--- src/rtl/hazard_scoreboard.sv ---
// Central hazard scoreboard for the 5-stage MIPS pipeline: Tnew/Tuse stall and D/E forwarding selects.
// Optional multiply/divide busy sequencing is enabled with the HZ_MDU_EN macro.
module hazard_scoreboard #(
  parameter int MULT_CYCLES = 5,
  parameter int DIV_CYCLES  = 10
) (
  input  logic       clk,
  input  logic       reset,
  input  logic       d_valid,
  input  logic [4:0] d_rs,
  input  logic [4:0] d_rt,
  input  logic [1:0] d_tuse_rs,
  input  logic [1:0] d_tuse_rt,
  input  logic [4:0] d_waddr,
  input  logic [1:0] d_tnew,
  input  logic       d_md_start,
  input  logic       d_md_div,
  input  logic       d_is_md,
  output logic       stall,
  output logic [1:0] fwd_d_rs,
  output logic [1:0] fwd_d_rt,
  output logic [1:0] fwd_e_rs,
  output logic [1:0] fwd_e_rt,
  output logic       md_busy,
  output logic [4:0] e_waddr,
  output logic [4:0] m_waddr,
  output logic [4:0] w_waddr
);

  logic [4:0] e_rs_q, e_rt_q, e_waddr_q, m_waddr_q, w_waddr_q;
  logic [1:0] e_tnew_q, m_tnew_q;
  logic [4:0] e_rs_d, e_rt_d, e_waddr_d;
  logic [1:0] e_tnew_d;
  logic       src_stall, md_stall, advance;

  function automatic logic [1:0] sat_dec(input logic [1:0] x);
    return (x == 2'd0) ? 2'd0 : x - 2'd1;
  endfunction

  function automatic logic [1:0] fwd_sel(input logic [4:0] r, input logic [4:0] mw,
                                         input logic [1:0] mt, input logic [4:0] ww);
    if (r != 5'd0 && mw == r && mt == 2'd0) return 2'd1;
    if (r != 5'd0 && ww == r)               return 2'd2;
    return 2'd0;
  endfunction

  // A source stalls when a producer in E or M still needs more cycles than the consumer can wait.
  function automatic logic src_hazard(input logic [4:0] r, input logic [1:0] tuse,
                                      input logic [4:0] ew, input logic [1:0] et,
                                      input logic [4:0] mw, input logic [1:0] mt);
    return (r != 5'd0) && ((ew == r && et > tuse) || (mw == r && mt > tuse));
  endfunction

  assign src_stall = src_hazard(d_rs, d_tuse_rs, e_waddr_q, e_tnew_q, m_waddr_q, m_tnew_q)
                   | src_hazard(d_rt, d_tuse_rt, e_waddr_q, e_tnew_q, m_waddr_q, m_tnew_q);
  assign stall   = d_valid && (src_stall || md_stall);
  assign advance = d_valid && !stall;

  assign fwd_d_rs = fwd_sel(d_rs,   m_waddr_q, m_tnew_q, w_waddr_q);
  assign fwd_d_rt = fwd_sel(d_rt,   m_waddr_q, m_tnew_q, w_waddr_q);
  assign fwd_e_rs = fwd_sel(e_rs_q, m_waddr_q, m_tnew_q, w_waddr_q);
  assign fwd_e_rt = fwd_sel(e_rt_q, m_waddr_q, m_tnew_q, w_waddr_q);

  assign e_waddr = e_waddr_q;
  assign m_waddr = m_waddr_q;
  assign w_waddr = w_waddr_q;

  always_comb begin
    e_rs_d    = 5'd0;
    e_rt_d    = 5'd0;
    e_waddr_d = 5'd0;
    e_tnew_d  = 2'd0;
    if (advance) begin
      e_rs_d    = d_rs;
      e_rt_d    = d_rt;
      e_waddr_d = d_waddr;
      e_tnew_d  = sat_dec(d_tnew);
    end
  end

  always_ff @(posedge clk or negedge reset) begin
    if (!reset) begin
      e_rs_q    <= 5'd0;
      e_rt_q    <= 5'd0;
      e_waddr_q <= 5'd0;
      e_tnew_q  <= 2'd0;
      m_waddr_q <= 5'd0;
      m_tnew_q  <= 2'd0;
      w_waddr_q <= 5'd0;
    end else begin
      e_rs_q    <= e_rs_d;
      e_rt_q    <= e_rt_d;
      e_waddr_q <= e_waddr_d;
      e_tnew_q  <= e_tnew_d;
      m_waddr_q <= e_waddr_q;
      m_tnew_q  <= sat_dec(e_tnew_q);
      w_waddr_q <= m_waddr_q;
    end
  end

`ifdef HZ_MDU_EN
  logic [3:0] md_cnt_q, md_cnt_d;

  // A start can only advance while the counter is idle, so load and decrement never collide.
  always_comb begin
    md_cnt_d = md_cnt_q;
    if (advance && d_md_start)
      md_cnt_d = d_md_div ? 4'(DIV_CYCLES) : 4'(MULT_CYCLES);
    else if (md_cnt_q != 4'd0)
      md_cnt_d = md_cnt_q - 4'd1;
  end

  always_ff @(posedge clk or negedge reset) begin
    if (!reset) md_cnt_q <= 4'd0;
    else        md_cnt_q <= md_cnt_d;
  end

  assign md_busy  = (md_cnt_q != 4'd0);
  assign md_stall = d_is_md && md_busy;
`else
  logic unused_md;
  localparam int unused_cycles = MULT_CYCLES + DIV_CYCLES;
  assign unused_md = ^{d_md_start, d_md_div, d_is_md};
  assign md_busy   = 1'b0;
  assign md_stall  = 1'b0;
`endif

endmodule
--- config.mk ---
export PLATFORM = sky130hd
export DESIGN_NAME = hazard_scoreboard
export DESIGN_NICKNAME = d
export VERILOG_FILES = /design/src/rtl/hazard_scoreboard.sv
export SDC_FILE = /design/constraint.sdc
export NUM_CORES = 1
export LEC_CHECK = 0
export ABC_AREA = 1
export ABC_CLOCK_PERIOD_IN_PS = 2040
export CORE_ASPECT_RATIO = 0.5
export CORE_MARGIN = 1
export CORE_UTILIZATION = 40
export CTS_BUF_LIST = sky130_fd_sc_hd__clkbuf_4
export CTS_CLUSTER_DIAMETER = 100
export CTS_CLUSTER_SIZE = 28
export DETAILED_ROUTE_END_ITERATION = 10
export PLACE_DENSITY = 0.7
export SYNTH_ARGS = -nofsm -noshare
export SYNTH_HDL_FRONTEND = slang
export SYNTH_SLANG_ARGS = --single-unit
--- constraint.sdc ---
create_clock -name clk -period 2.04 [get_ports clk]
set_clock_uncertainty 0.1 [all_clocks]
set_input_delay 0.408 -clock clk [delete_from_list [all_inputs] [get_ports clk]]
set_output_delay 0.408 -clock clk [all_outputs]
set_load 0.005 [all_outputs]
**Word-level counts from Yosys, hierarchy flattened**

Cells that the tools add are included.

- Add/sub/neg operators: 2
- $mul: 0
- Divide/modulo/power cells: 0
- Order comparisons: 4
- Equality and inequality tests: 10
- Shift-type cells: 0
- Multiplexer cells: 34
- Bitwise operators: 1
- Reductions and logical operators: 30

Operators with widths:

| kind | count |
|---|---|
| $eq A5 B5 Y1 | 10 |
| $mux W2 | 19 |
| $logic_and A1 B1 Y1 | 20 |
| $reduce_bool A5 Y1 | 4 |
| $mux W5 | 3 |
| $mux W1 | 12 |
| $gt A2 B2 Y1 | 4 |
| $logic_not A2 Y1 | 3 |
| $sub A2 B1 Y2 const B | 2 |
| $logic_or A1 B1 Y1 | 2 |
| $logic_not A1 Y1 | 1 |
| $or A1 B1 Y1 | 1 |

- Flip-flop bits (word level): 29
- Latch bits: 0
- Bits in writable memories: 0
- ROM bits: 0
- Input port bits: 27
- Output and inout bits: 25
- Logic and storage cells: 88
- Memories kept: 0

**Longest topological paths before layout**

- Depth after elaboration: 9
- Gate-level depth with buffers: 13
- Mapped depth without buffers: 12

**Least setup slack after synthesis**

No wires, ideal clock.

- Path type: input-to-output
- From: input port d_tuse_rt[1]
- To: output port stall
- Arrival: 1.333 ns
- Data required time: 1.532 ns
- Slack: 0.199 ns
- Stages on the path: 11
- Buffers on the path: 0
- Cell sequence: inv_1 > ha_1 > nand2_1 > nand2_1 > nor2_1 > nand2_1 > nor2_1 > nand2_1 > nand2_2 > nor2_4 > nor2_1

- Cells in the longest elaborated chain, start to end: 6
- Elaborated cells on any way between the ends: 8
- Those cells by class: order compare: 2; bitwise: 1; reduce/logical: 5

Ends and longest elaborated chain:

| what | RTL line | text |
|---|---|---|
| from (decl) | 13 | `input logic [1:0] d_tuse_rt,` |
| $gt A2 B2 Y1 | 51 | `return (r != 5'd0) && ((ew == r && et > tuse) \|\| (mw == r && mt > tuse));` |
| $logic_and A1 B1 Y1 | 51 |  |
| $logic_or A1 B1 Y1 * | 51 |  |
| $logic_and A1 B1 Y1 * | 51 |  |
| $or A1 B1 Y1 * | 55 | `\| src_hazard(d_rt, d_tuse_rt, e_waddr_q, e_tnew_q, m_waddr_q, m_tnew_q);` |
| $logic_and A1 B1 Y1 * | 56 | `assign stall = d_valid && (src_stall \|\| md_stall);` |
| to (decl) | 19 | `output logic stall,` |

Every way passes the cells marked *; elsewhere a longest branch is shown, timed or not.

**Worst setup path after layout**

- From: register e_tnew_q[0]
- To: output port stall

- Cells in the longest elaborated chain, start to end: 6
- Elaborated cells on any way between the ends: 10
- Those cells by class: order compare: 2; bitwise: 1; reduce/logical: 7

Ends and longest elaborated chain:

| what | RTL line | text |
|---|---|---|
| from (decl) | 31 | `logic [1:0] e_tnew_q, m_tnew_q;` |
| from (signal assigned) | 94 | `e_tnew_q <= e_tnew_d;` |
| $gt A2 B2 Y1 | 51 |  |
| $logic_and A1 B1 Y1 | 51 |  |
| $logic_or A1 B1 Y1 | 51 |  |
| $logic_and A1 B1 Y1 | 51 |  |
| $or A1 B1 Y1 * | 55 |  |
| $logic_and A1 B1 Y1 * | 56 |  |

Marked as above.

==> results_dict.tcl <==
set metrics [dict create \
    outcome "finished, violations left" \
    violations "setup timing" \
    synth-seq-cells 29 \
    placementRows 17 \
    antenna_left 0 \
    yosysWarnings 0 \
    p_switching_mw 0.512 \
    grt_pass1_vias 2063 \
    numCtsBuffers 5 \
    hold_path_class "input port to asynchronous set/reset pin" \
    synth_edf_count 0 \
    setup_viol 9 \
    vias 2165 \
    seq_area_um2 733 \
    clock_sinks 29 \
    chipHeight_um 51.6 \
    initial_utilization_pct 43.2 \
    maxUsedRoutingLayer "met4" \
    syn_inst 266 \
    grt_overflow 0 \
    area_growth_pct 66.6 \
    synthArstFlopShare_pct 100 \
    period_share_pct 116 \
    cts.reportedPaths.clkPinSlew_ns 0.09 \
    dpl_cell_area_um2 2860 \
    dpl.hpwl_um 4180 \
    slew_viol_final 0 \
    ioPinCount 52 \
    cts_root_buf "clkbuf_4" \
    avgSynthCellArea_um2 7.39 \
    htreeDepth 2 \
    viasPerCell 4.79 \
    worstPathRequired_ns 1.53 \
    drt_iter0_drc 212 \
    critPathLaunchType "flop" \
    crit_type "flop to output pin" \
    fin_nets 421 \
    crit_fanout 2 \
    drc 0 \
    ctsHoldBuffers 0 \
    fill_cells 320 \
    port_buffers 47 \
    diodes 0 \
    gp_congestion 0.920 \
    firstDrtPassIters 4 \
    cts_tree "done" \
    ys_types 27 \
    grtUsageTotal_pct 25.1 \
    p_seq_share_pct 42.4 \
    synth_top_area_cell "dfrtp_1" \
    multi_input_area_um2 1250 \
    routed-wl-met2_um 3090 \
    rsz0062_at_grt "yes" \
    wl_met3_um 462 \
    pwr-share-comb_pct 35.4 \
    swShare_pct 33.1 \
    clockBufferDepth 2 \
    irDropWorstVdd_mv 0.287 \
    intPower_mw 1.03 \
    insertion_delay_ns 0.33 \
    setup_slack_ns -0.331 \
    timing.fmax_mhz 422 \
    die_x_um 101 \
    finalCriticalPeriod_ns 2.37 \
    wl_per_cell_um 14.4 \
    grt_pass1_wl_um 9660 \
    cap_viol_max_count 0 \
    synthesis.area_um2 1970 \
    syn-num-nets 301 \
    end_kind "output pin" \
    drt-met1-wl_um 2760 \
    p_per_area_nw_per_um2 471 \
    die-area_um2 5220 \
    clkPwrFrac_pct 22.1 \
    antenna_found_initial 0 \
    core_area_um2 4550 \
    p_leak_nw 1.68 \
    yosysSeqAreaShare_pct 36.9 \
    grt_max_degree 30 \
    synthFlopType "dfrtp_1" \
    finish.instance_area_um2 3280 \
    cp.arrival_ns 1.86 \
    hold_viol 0 \
    routed_wl_um 6490 \
    whs_ns 0.351 \
    mostFrequentLayoutCells "55 x nand2_1, 55 x buf_4, 26 x nor2_1" \
    drive_gt1_share_pct 43.5 \
    synthTopCellsByArea "dfrtp_1 37%, nand2_1 13%, nor2_1 6.5%, inv_1 6.3%, xor2_1 6.2%" \
    synth.top_cell.area_share_pct 36.9 \
]
==> sequential cells by signal (all words and copies together), names as in the netlist <==
register / cells
e_rs_q: 5
w_waddr: 5
m_waddr: 5
e_waddr: 5
e_rt_q: 5
e_tnew_q: 2
m_tnew_q: 2
==> final timing paths <==
| path | start | endpoint | slack, ns | depth (start not counted) |
|---|---|---|---|---|
| worst min-delay path | reset | m_waddr[4] | 0.35 | 2 |
| worst max-delay path | e_tnew_q[0] | stall | -0.33 | 12 |
| worst min register to register | e_waddr[1] | m_waddr[1] | 0.42 | 1 |
| worst max register to register | e_tnew_q[0] | e_rt_q[4] | 0.11 | 13 |
| min in group clk | d_rt[2] | e_rt_q[2] | 0.39 | 4 |
| max in group asynchronous | reset | w_waddr[4] | 1.19 | 2 |
==> layout make-up <==
class                           instances  share of cell area, %
Multi-Input combinational cell        188                   38.2
Timing Repair Buffer                  116                   30.0
Sequential cell                        29                   22.4
Inverter                               46                   5.35
Tap cell                               66                   2.52
Clock buffer                            6                   1.38
Clock inverter                          1                  0.115
==> repair_timing <==
action	CTS	global route
resized for setup	95	40
endpoints found under the hold margin	0	0
pin swaps	34	31
setup endpoints to repair	26	26
setup buffers	17	6
==> critical path, stage by stage (launching register included) <==
cell,delay (ns)
dfrtp_1,0.40
inv_2,0.11
ha_4,0.21
nand2_2,0.06
nand2_1,0.05
nor2_1,0.10
nand2_1,0.08
nor2_2,0.10
nand2_1,0.08
nand2_2,0.10
nor2_4,0.04
nor2_1,0.07
buf_2,0.11
==> cell families (layout without fill, tap and decap cells) <==
| logic type | after synthesis | count (layout) | share of synthesized area, % |
|---|---|---|---|
| xor gates and xnor gates | 24 | 24 | 10.7 |
| DFF | 29 | 29 | 36.9 |
| buffers and inverters | 49 | 169 | 10.4 |
| AOI/OAI and AO/OA | 14 | 14 | 3.82 |
| and+or+nand+nor | 141 | 141 | 32.8 |
| other | 1 | 1 | 0.191 |
| adders and majority gates | 8 | 8 | 5.09 |
==> power by group through the flow <==
stage / clock network, mW / logic [mW] / registers (mW)
2_1_floorplan: 0 / 0.207 / 0.657
3_3_place_gp: 0 / 0.435 / 0.662
3_5_place_dp: 0 / 0.446 / 0.663
4_1_cts: 0.341 / 0.483 / 0.654
5_1_grt: 0.374 / 0.594 / 0.660
6_report: 0.342 / 0.547 / 0.655
==> metrics by stage <==
stage | instances | TNS (ns) | power (mW) | setup slack (ns) | util [%]
2_1_floorplan | 266 | 0 | 0.863 | 0.199 | -
3_3_place_gp | 426 | -9.61 | 1.10 | -0.784 | 62.9
3_5_place_dp | 426 | -10.79 | 1.11 | -0.837 | 62.9
4_1_cts | 448 | -0.732 | 1.48 | -0.238 | 68.3
5_1_grt | 452 | -2.90 | 1.63 | -0.524 | 72.0
6_report | 452 | -1.45 | 1.54 | -0.331 | 72.0
==> layer usage <==
metal  global-route usage [%]  vias to the layer above
met5                        0                        -
met4                     12.3                        0
met3                     6.32                       24
met2                     41.8                       95
met1                     31.0                      993
li1                         -                     1053
==> Yosys cell counts (2+ instances only) <==
| cell | number |
|---|---|
| nand4_1 | 5 |
| nor2_4 | 5 |
| o21ai_0 | 4 |
| ha_1 | 8 |
| nor3_1 | 6 |
| xor2_1 | 14 |
| nand3_1 | 6 |
| nand2_2 | 2 |
| nor2_1 | 34 |
| inv_2 | 11 |
| dfrtp_1 | 29 |
| a21oi_1 | 8 |
| inv_1 | 33 |
| clkinv_1 | 2 |
| nor4_1 | 3 |
| xnor2_1 | 10 |
| nor2_2 | 9 |
| nand2_1 | 68 |
Note: power is estimated with default switching activity, not from simulation.
